File: src/rtl/ex_stage_mdu.sv
// ex_stage_mdu -- rv32i execute stage with operand forwarding and an
// iterative RV32M multiply/divide unit.
//   clk, rst_n          : rising-edge clock, asynchronous active-low reset
//   *_DE inputs         : ID/EX pipeline register contents
//   FWD1_SEL/FWD2_SEL   : forwarding select (0/3 = RF, 1 = EX/MEM, 2 = MEM/WB)
//   FWD_EM_VAL/_MW_VAL  : forwarded values from EX/MEM and MEM/WB
//   FLUSH_E             : kill the instruction in EX
//   ALU_VAL_E           : ALU, shifter or M-extension result
//   STORE_VAL_E         : forwarded rs2 for stores
//   isBranch_E/PC_IMM_E : branch decision and target
//   VALID_E             : result valid this cycle
//   STALL_E             : hold IF/ID/EX while the M unit is busy
module ex_stage_mdu #(
  parameter int XLEN             = 32,
  parameter int MUL_LAT          = 2,
  parameter int FAST_DIV_SPECIAL = 1
) (
  input  logic            clk,
  input  logic            rst_n,
  input  logic            VALID_DE,
  input  logic [XLEN-1:0] PC_DE,
  input  logic            ALUSrc_DE,
  input  logic [4:0]      ALUOp_DE,
  input  logic            Branch_DE,
  input  logic            ALUorSHIFT_DE,
  input  logic [2:0]      FT_DE,
  input  logic            MD_DE,
  input  logic [2:0]      MDOp_DE,
  input  logic [XLEN-1:0] RF_DATA1_DE,
  input  logic [XLEN-1:0] RF_DATA2_DE,
  input  logic [XLEN-1:0] IMM_VAL_EXT_DE,
  input  logic            RS1_PC_DE,
  input  logic            RS1_Z_DE,
  input  logic [1:0]      FWD1_SEL,
  input  logic [1:0]      FWD2_SEL,
  input  logic [XLEN-1:0] FWD_EM_VAL,
  input  logic [XLEN-1:0] FWD_MW_VAL,
  input  logic            FLUSH_E,
  output logic [XLEN-1:0] ALU_VAL_E,
  output logic [XLEN-1:0] STORE_VAL_E,
  output logic            isBranch_E,
  output logic [XLEN-1:0] PC_IMM_E,
  output logic            VALID_E,
  output logic            STALL_E
);

  localparam int SW = $clog2(XLEN);
  localparam int CW = $clog2(XLEN + MUL_LAT + 1);

  localparam logic [4:0] ALU_ADD  = 5'd0,  ALU_SUB  = 5'd1,  ALU_AND = 5'd2,
                         ALU_OR   = 5'd3,  ALU_XOR  = 5'd4,  ALU_SLT = 5'd5,
                         ALU_SLTU = 5'd6,  ALU_EQ   = 5'd7,  ALU_NE  = 5'd8,
                         ALU_GE   = 5'd9,  ALU_GEU  = 5'd10, ALU_PASS2 = 5'd11,
                         ALU_SRL  = 5'd13, ALU_SRA  = 5'd14;
  localparam logic [2:0] FT_I = 3'd1, FT_B = 3'd3;
  localparam logic [XLEN-1:0] MIN_VAL = {1'b1, {(XLEN-1){1'b0}}};

  typedef enum logic [1:0] {S_IDLE, S_MUL, S_DIV, S_DONE} state_t;
  state_t r_state, w_next;

  logic [XLEN-1:0] w_src1, w_src2, w_data1, w_data2, w_alu, w_shift;
  logic [SW-1:0]   w_shamt;
  logic            w_take, w_launch;

  // forwarding muxes
  always_comb begin
    unique case (FWD1_SEL)
      2'd1:    w_src1 = FWD_EM_VAL;
      2'd2:    w_src1 = FWD_MW_VAL;
      default: w_src1 = RF_DATA1_DE;
    endcase
    unique case (FWD2_SEL)
      2'd1:    w_src2 = FWD_EM_VAL;
      2'd2:    w_src2 = FWD_MW_VAL;
      default: w_src2 = RF_DATA2_DE;
    endcase
  end

  assign w_data1 = RS1_PC_DE ? PC_DE : (RS1_Z_DE ? '0 : w_src1);
  assign w_data2 = ALUSrc_DE ? IMM_VAL_EXT_DE : w_src2;
  assign w_shamt = w_data2[SW-1:0];

  always_comb begin
    w_alu = '0;
    case (ALUOp_DE)
      ALU_ADD:   w_alu = w_data1 + w_data2;
      ALU_SUB:   w_alu = w_data1 - w_data2;
      ALU_AND:   w_alu = w_data1 & w_data2;
      ALU_OR:    w_alu = w_data1 | w_data2;
      ALU_XOR:   w_alu = w_data1 ^ w_data2;
      ALU_SLT:   w_alu = XLEN'($signed(w_data1) < $signed(w_data2));
      ALU_SLTU:  w_alu = XLEN'(w_data1 < w_data2);
      ALU_EQ:    w_alu = XLEN'(w_data1 == w_data2);
      ALU_NE:    w_alu = XLEN'(w_data1 != w_data2);
      ALU_GE:    w_alu = XLEN'($signed(w_data1) >= $signed(w_data2));
      ALU_GEU:   w_alu = XLEN'(w_data1 >= w_data2);
      ALU_PASS2: w_alu = w_data2;
      default:   w_alu = '0;
    endcase
  end

  always_comb begin
    case (ALUOp_DE)
      ALU_SRL: w_shift = w_data1 >> w_shamt;
      ALU_SRA: w_shift = XLEN'($signed(w_data1) >>> w_shamt);
      default: w_shift = w_data1 << w_shamt;
    endcase
  end

  assign PC_IMM_E = (FT_DE == FT_I) ? {w_alu[XLEN-1:1], 1'b0} : PC_DE + IMM_VAL_EXT_DE;
  assign w_take   = VALID_DE & ~MD_DE & ~FLUSH_E & Branch_DE &
                    ~((FT_DE == FT_B) & ~w_alu[0]);
  assign STORE_VAL_E = w_src2;

  // ---------------- M unit ----------------
  logic [XLEN-1:0] r_a, r_b, r_result, r_quo, r_rem, r_dvs, r_spec_val;
  logic [2:0]      r_op;
  logic [CW-1:0]   r_cnt;
  logic            r_neg_q, r_neg_r, r_is_rem, r_special;

  assign w_launch = (r_state == S_IDLE) & VALID_DE & MD_DE & ~FLUSH_E;

  // divide special cases, evaluated on live operands at launch
  logic            w_sgn, w_div0, w_ovf, w_special;
  logic [XLEN-1:0] w_spec_val, w_abs1, w_abs2;
  assign w_sgn      = ~MDOp_DE[0];
  assign w_div0     = (w_src2 == '0);
  assign w_ovf      = w_sgn & (w_src1 == MIN_VAL) & (w_src2 == '1);
  assign w_special  = w_div0 | w_ovf;
  assign w_spec_val = w_div0 ? (MDOp_DE[1] ? w_src1 : '1) : (MDOp_DE[1] ? '0 : MIN_VAL);
  assign w_abs1     = (w_sgn & w_src1[XLEN-1]) ? -w_src1 : w_src1;
  assign w_abs2     = (w_sgn & w_src2[XLEN-1]) ? -w_src2 : w_src2;

  // multiplier inputs come straight from the operands in IDLE so MUL_LAT = 1
  // can register the result in the launch cycle
  logic [XLEN-1:0]   w_ma, w_mb, w_mul_res;
  logic [2:0]        w_mop;
  logic [2*XLEN-1:0] w_mxa, w_mxb, w_prod;
  assign w_ma  = (r_state == S_IDLE) ? w_src1  : r_a;
  assign w_mb  = (r_state == S_IDLE) ? w_src2  : r_b;
  assign w_mop = (r_state == S_IDLE) ? MDOp_DE : r_op;
  assign w_mxa = {{XLEN{(w_mop[1:0] != 2'b11) & w_ma[XLEN-1]}}, w_ma};
  assign w_mxb = {{XLEN{~w_mop[1] & w_mb[XLEN-1]}}, w_mb};
  assign w_prod = w_mxa * w_mxb;
  assign w_mul_res = (w_mop[1:0] == 2'b00) ? w_prod[XLEN-1:0] : w_prod[2*XLEN-1:XLEN];

  // one restoring step on magnitudes
  logic [XLEN:0]   w_rem_sh, w_diff;
  logic [XLEN-1:0] w_rem_nx, w_quo_nx, w_div_res;
  assign w_rem_sh  = {r_rem, r_quo[XLEN-1]};
  assign w_diff    = w_rem_sh - {1'b0, r_dvs};
  assign w_rem_nx  = w_diff[XLEN] ? w_rem_sh[XLEN-1:0] : w_diff[XLEN-1:0];
  assign w_quo_nx  = {r_quo[XLEN-2:0], ~w_diff[XLEN]};
  assign w_div_res = r_special ? r_spec_val :
                     r_is_rem  ? (r_neg_r ? -w_rem_nx : w_rem_nx) :
                                 (r_neg_q ? -w_quo_nx : w_quo_nx);

  always_comb begin
    w_next = r_state;
    unique case (r_state)
      S_IDLE: if (w_launch) begin
        if (!MDOp_DE[2]) w_next = (MUL_LAT == 1) ? S_DONE : S_MUL;
        else             w_next = ((FAST_DIV_SPECIAL != 0) && w_special) ? S_DONE : S_DIV;
      end
      S_MUL, S_DIV: begin
        if (FLUSH_E)                w_next = S_IDLE;
        else if (r_cnt == CW'(1))   w_next = S_DONE;
      end
      S_DONE: w_next = S_IDLE;
      default: w_next = S_IDLE;
    endcase
  end

  always_ff @(posedge clk or negedge rst_n) begin
    if (!rst_n) r_state <= S_IDLE;
    else        r_state <= w_next;
  end

  always_ff @(posedge clk or negedge rst_n) begin
    if (!rst_n) begin
      r_a <= '0; r_b <= '0; r_op <= '0; r_cnt <= '0; r_result <= '0;
      r_quo <= '0; r_rem <= '0; r_dvs <= '0; r_spec_val <= '0;
      r_neg_q <= 1'b0; r_neg_r <= 1'b0; r_is_rem <= 1'b0; r_special <= 1'b0;
    end else begin
      unique case (r_state)
        S_IDLE: if (w_launch) begin
          r_a        <= w_src1;
          r_b        <= w_src2;
          r_op       <= MDOp_DE;
          r_is_rem   <= MDOp_DE[1];
          r_neg_q    <= w_sgn & (w_src1[XLEN-1] ^ w_src2[XLEN-1]);
          r_neg_r    <= w_sgn & w_src1[XLEN-1];
          r_quo      <= w_abs1;
          r_rem      <= '0;
          r_dvs      <= w_abs2;
          r_special  <= w_special;
          r_spec_val <= w_spec_val;
          if (!MDOp_DE[2]) begin
            r_cnt <= CW'(MUL_LAT - 1);
            if (MUL_LAT == 1) r_result <= w_mul_res;
          end else begin
            r_cnt <= CW'(XLEN);
            if ((FAST_DIV_SPECIAL != 0) && w_special) r_result <= w_spec_val;
          end
        end
        S_MUL: begin
          r_cnt <= r_cnt - CW'(1);
          if (r_cnt == CW'(1)) r_result <= w_mul_res;
        end
        S_DIV: begin
          r_quo <= w_quo_nx;
          r_rem <= w_rem_nx;
          r_cnt <= r_cnt - CW'(1);
          if (r_cnt == CW'(1)) r_result <= w_div_res;
        end
        default: ;
      endcase
    end
  end

  // outputs; reset forces the handshake outputs low even while DE holds an M op
  always_comb begin
    ALU_VAL_E  = ALUorSHIFT_DE ? w_shift : w_alu;
    VALID_E    = 1'b0;
    isBranch_E = 1'b0;
    STALL_E    = 1'b0;
    unique case (r_state)
      S_IDLE: begin
        STALL_E    = w_launch;
        VALID_E    = VALID_DE & ~MD_DE & ~FLUSH_E;
        isBranch_E = w_take;
      end
      S_MUL, S_DIV: STALL_E = ~FLUSH_E;
      S_DONE: begin
        ALU_VAL_E = r_result;
        VALID_E   = ~FLUSH_E;
      end
      default: ;
    endcase
    if (!rst_n) begin
      VALID_E    = 1'b0;
      isBranch_E = 1'b0;
      STALL_E    = 1'b0;
    end
  end

endmodule

File: config.mk
export PLATFORM = sky130hd
export DESIGN_NAME = ex_stage_mdu
export DESIGN_NICKNAME = d
export VERILOG_FILES = /design/src/rtl/ex_stage_mdu.sv
export SDC_FILE = /design/constraint.sdc
export NUM_CORES = 2
export LEC_CHECK = 0
export ABC_AREA = 1
export BUFFER_PORTS_ARGS = -buffer_cell sky130_fd_sc_hd__buf_4
export CELL_PAD_IN_SITES_DETAIL_PLACEMENT = 0
export CELL_PAD_IN_SITES_GLOBAL_PLACEMENT = 2
export CORE_MARGIN = 4
export CORE_UTILIZATION = 30
export DETAILED_ROUTE_END_ITERATION = 12
export GPL_TIMING_DRIVEN = 0
export PLACE_DENSITY_LB_ADDON = 0.1
export SYNTH_ARGS = -nofsm -noshare
export SYNTH_HDL_FRONTEND = slang
export SYNTH_SLANG_ARGS = --single-unit
File: constraint.sdc
create_clock -name clk -period 16 [get_ports clk]
set_input_delay 1.6 -clock clk [delete_from_list [all_inputs] [get_ports clk]]
set_output_delay 1.6 -clock clk [all_outputs]
set_load 0.02 [all_outputs]
# Word level (Yosys, flattened, before mapping)
# Cells that the tools add are included.
# W data, S select, Z words.
# totals
ff_bits,238
inputBits,217
out_inout_bits,99
elab_cells,154
# op_classes
add_sub_neg,9
mul,1
n_lt_le_gt_ge,4
eq_ne,34
n_shift,3
n_mux,49
bitwise,27
reduce_logical,13
# op_table
op,n
$mux W32,26
$pmux W32 S12,1
$pmux W32 S2,5
$neg A32 Y32,4
$pmux W32 S3,1
$add A32 B32 Y32,2
$eq A32 B32 Y1 const B,2
$ge A32 B32 Y1,2
$lt A32 B32 Y1,2
$mul A33 B33 Y64,1
$sub A33 B32 Y33,1
$and A32 B32 Y32,1
$eq A32 B32 Y1,1
$logic_not A32 Y1,1
$ne A32 B32 Y1,1
$or A32 B32 Y32,1
$shl A32 B5 Y32,1
$shr A32 B5 Y32,1
$sshr A32 B5 Y32,1
$sub A32 B32 Y32,1
$xor A32 B32 Y32,1
$eq A5 B4 Y1 const B,6
$eq A5 B3 Y1 const B,4
$and A1 B1 Y1,15
26 further kinds,58

# Longest topological paths before layout
# logic_depth
ltp_word,12
mapped_depth,47
depth_no_buf,44

# Least setup slack after synthesis
# No wires, ideal clock.
# synth_timing
path_type,input to register
start,in FWD1_SEL[0]
end,reg r_result[27]
setup_time_ns,0.065
arrival_ns,9.823
required_ns,15.935
setup_slack_ns,6.113
cell_stages,35
n_path_buf,2
path_cell_list,inv_1 -> ha_1 -> inv_2 -> buf_6 -> nand3_1 -> o21ai_1 -> o21ai_2 -> o21ai_2 -> clkbuf_1 -> nor2_1 -> fa_1 -> fa_1 -> fa_1 -> fa_1 -> inv_1 -> fa_1 -> inv_1 -> fa_1 -> inv_1 -> fa_1 -> fa_1 -> inv_1 -> ha_1 -> a21oi_1 -> o21a_1 -> o221ai_1 -> a221oi_1 -> nand2_1 -> a21o_1 -> or2_2 -> nand3_1 -> a31oi_1 -> nand2_1 -> nand2_1 -> nand2_1
# synth_via
elab_chain_len,8
elab_cells_between_ends,20
classes_between,mul: 1; eq/ne: 4; mux: 10; bitwise: 4; reduce/logical: 1
# synth_rtl
element,line_no,source
start: declaration,34,"input logic [1:0] FWD1_SEL,"
$eq A2 B2 Y1 / $eq A2 B1 Y1 (equally long branches),67,unique case (FWD1_SEL)
$pmux W32 S2 *,67,
"$mux W32, or another cell as far along",139,assign w_ma = (r_state == S_IDLE) ? w_src1 : r_a;
"$and A1 B1 Y1, or another cell as far along",142,"assign w_mxa = {{XLEN{(w_mop[1:0] != 2'b11) & w_ma[XLEN-1]}}, w_ma};"
"$mul A33 B33 Y64, or another cell as far along",144,assign w_prod = w_mxa * w_mxb;
"$mux W32, or another cell as far along",145,assign w_mul_res = (w_mop[1:0] == 2'b00) ? w_prod[XLEN-1:0] : w_prod[2*XLEN-1:XLEN];
"$mux W32, or another cell as far along",208,if (r_cnt == CW'(1)) r_result <= w_mul_res;
$pmux W32 S3 / $reduce_and A6 Y1 (equally long branches),-,
end signal: assignment,200,if (MUL_LAT == 1) r_result <= w_mul_res;
end signal: assignment,208,
end signal: assignment,214,if (r_cnt == CW'(1)) r_result <= w_div_res;
end: declaration,116,"logic [XLEN-1:0] r_a, r_b, r_result, r_quo, r_rem, r_dvs, r_spec_val;"
# Mark *: on every way between the ends. The rest lies on a longest branch, timed or not. The select of a mux whose other input is x is not followed.
# A chain may end at the register's enable or synchronous reset.

# Worst setup path after layout
# layout_timing
start,in FWD2_SEL[1]
end,reg r_result[22]
# layout_via
elab_chain_len,8
elab_cells_between_ends,19
classes_between,mul: 1; eq/ne: 4; mux: 9; bitwise: 3; reduce/logical: 2
# layout_rtl
element,line_no,source
start: declaration,35,"input logic [1:0] FWD2_SEL,"
$eq A2 B2 Y1 / $eq A2 B1 Y1 (equally long branches),72,unique case (FWD2_SEL)
$pmux W32 S2 *,72,
$mux W32 / $logic_not A32 Y1 (equally long branches),"140, 127",
$and A1 B1 Y1 / $mux W32 (equally long branches),"143, 130",
$mul A33 B33 Y64 / $mux W32 (equally long branches),"144, 203",
"$mux W32, on equally long branches","145, 198",
"$mux W32, on equally long branches","208, 186",
$pmux W32 S3,185,unique case (r_state)
# Marked as above.

==> qor.yml <==
status: "complete, but fails checks"
violations: "capacitance limit, slew limit"
synth_edf_count: 0
synthSimpleGateAreaFrac: 0.225
overflow: 0
synthTopCellsByArea: "fa_1, nand2_1, inv_1, dfrtp_1, ha_1"
cp-start-kind: "primary input"
avgSynthCellArea_um2: 6.98
synth_top_family_by_area: "adder cells"
cp_max_fo: 10
cap_violations: 4
cts.clk_slew.worst_paths_ns: 0.06
wl_um: 423000
fin_nets: 12000
yosys.area.top_type: "fa_1"
synth.most_common_cell: "nand2_1"
grtUsageTotal: 0.349
syn_to_final_growth_pct: 11.7
fin_ws_ns: 0.837
slew_violations: 24
required_ns: 16.44
tightest_slew_ns: 1.52
synth_top_area_share: 0.327
cts_tree: "yes"
worstSetupEndpointType: "flop"
synth.mux.area_fraction: 0.000579
viasPerCell: 5.30
dp_slack_ns: 0.640
timing.fmax_ghz: 0.0659
synth-adder-area-share: 0.397
period_share: 0.948
hp-class: "reg -> reg"
grt_pass1_vias: 71100
setup_tns_ns: 0
whs_ns: 0.480
max_stage_delay_ns: 1.01
syn-instance-count: 9904
grt_max_degree: 93
ioPinCount: 316
cts_buffers: 34
ys_ff_latch: 236
wl_per_cell_um: 31.7
clockBufferDepth: 3
hold_buffers: 0
insertion_delay_ns: 0.58
antenna_found_initial: 20
dieArea_mm2: 0.238
slowest_stage: "nor4_1"
maxSlewHeadroom: -0.0162
yosys_warnings: 0
synth_area_mm2: 0.0692
drtPass1Iterations: 6
synth-seq-area-share: 0.0854
place_congestion: 1.01
utilization: 0.336
clock-sinks: 236
die_x_um: 488
core_area_mm2: 0.230
setup_violations: 0
synth-compound-area-share: 0.138
drt_iter0_markers: 7273
synth_ff_type: "dfrtp_1"
crit_type: "in -> reg"
cts_resized: 0
grt_pass1_wl_um: 579000
clock-root-buffer: "clkbuf_16"
cts_setup_buffers: 0
seq_area_mm2: 0.00591
hpwlAfterDp_um: 365000
async_reset_ff_frac: 1.00
core.rowCount: 176
yosysUniqueCellTypes: 72
yosys-top-cells-count: "nand2_1, inv_1, fa_1"
drc: 0
fin_crit_ns: 15.16
syn_nets: 11600
synthXorXnorAreaFrac: 0.0114
cpMostUsedCell: "nand2_1"
fillCellCount: 25400
vias: 70700
hold_violations: 0
finalClockSkew_ns: 0.0507
ant_nets: 0
die_y_um: 488
multi_input_area_mm2: 0.0536
portBuffers: 314
rrSetupSlack_ns: 2.44
cp.arrival_ns: 15.60
initial_utilization: 0.301
drive_above_1_share: 0.0675
rsz0062_at_grt: "false"
htreeDepth: 2
## layer usage
| layer | wire length, um | global-route usage | up-vias |
|---|---|---|---|
| met5 | 33 | 0 | - |
| met4 | 27900 | 0.181 | 4 |
| met3 | 27300 | 0.0527 | 674 |
| met2 | 192000 | 0.564 | 2987 |
| met1 | 176000 | 0.452 | 35900 |
| li1 | - | - | 31200 |
## cells by family (layout without fill, tap and decap cells)
group,after synthesis,in the layout
DFF,236,236
muxes,4,4
adders and majority gates,1517,1517
AOI/OAI and AO/OA,1662,1662
xor gates and xnor gates,90,90
buffers and inverters,2572,2981
other,0,10
and+or+nand+nor,3823,3823
## worst paths after layout
kind	depth (start not counted)	end	startpoint
max in group asynchronous	3	r_b[11]	rst_n
min reg2reg	2	r_result[25]	r_result[25]
min in group asynchronous	1	r_rem[29]	rst_n
max	41	r_result[22]	FWD2_SEL[1]
min	2	r_result[25]	r_result[25]
max reg2reg	37	r_result[28]	r_state[0]
## flip-flops by register name, summed over array words and instances, names as in the netlist, 2 cells and up
register    count
r_a            32
r_b            32
r_quo          32
r_rem          32
r_result       32
r_spec_val     32
r_dvs          31
r_cnt           6
r_op            2
r_state         2
## cell type report
| type | instances | share of cell area |
|---|---|---|
| Clock inverter | 13 | 0.00246 |
| Buffer | 471 | 0.0255 |
| Sequential cell | 236 | 0.0764 |
| Antenna cell | 10 | 0.000324 |
| Tap cell | 3026 | 0.0490 |
| Clock buffer | 45 | 0.0123 |
| Inverter | 2101 | 0.102 |
| Multi-Input combinational cell | 7096 | 0.694 |
| Timing Repair Buffer | 351 | 0.0382 |
## worst max-delay path, delay by kind of cell
kind,cells,cell delay (ns)
fa+ha+maj,10,5.44
simple gates,16,3.33
compound gates,4,1.93
buf+inv,11,3.24
## through the flow
stage          area [um^2]  cells
2_1_floorplan        69200   9904
3_3_place_gp         75300  13200
3_5_place_dp         76100  13300
4_1_cts              77200  13300
5_1_grt              77200  13300
6_report             77300  13300
## layout by cell type (no fill, tap or decap), drive strengths merged, types with 11 or more instances in the layout
| cell | synthesis | layout |
|---|---|---|
| a221o | 16 | 16 |
| a221oi | 32 | 32 |
| o2111ai | 12 | 12 |
| clkinv | 5 | 11 |
| o21ai | 801 | 801 |
| o211ai | 64 | 64 |
| o21bai | 20 | 20 |
| nor2 | 607 | 607 |
| a21oi | 447 | 447 |
| o22ai | 103 | 103 |
| a31oi | 46 | 46 |
| buf | 82 | 433 |
| nor4 | 21 | 21 |
| or2 | 38 | 38 |
| ha | 388 | 388 |
| inv | 2096 | 2098 |
| nor3 | 68 | 68 |
| clkbuf | 389 | 434 |
| nand4 | 61 | 61 |
| o21a | 17 | 17 |
| dfrtp | 236 | 236 |
| nand2 | 2694 | 2694 |
| nand3 | 311 | 311 |
| xnor2 | 34 | 34 |
| o221ai | 30 | 30 |
| o31ai | 12 | 12 |
| fa | 1129 | 1129 |
| xor2 | 56 | 56 |
| a21o | 20 | 20 |
Power is not shown: default switching activity piles up to over one toggle a cycle in this logic, so the estimate is an artifact.
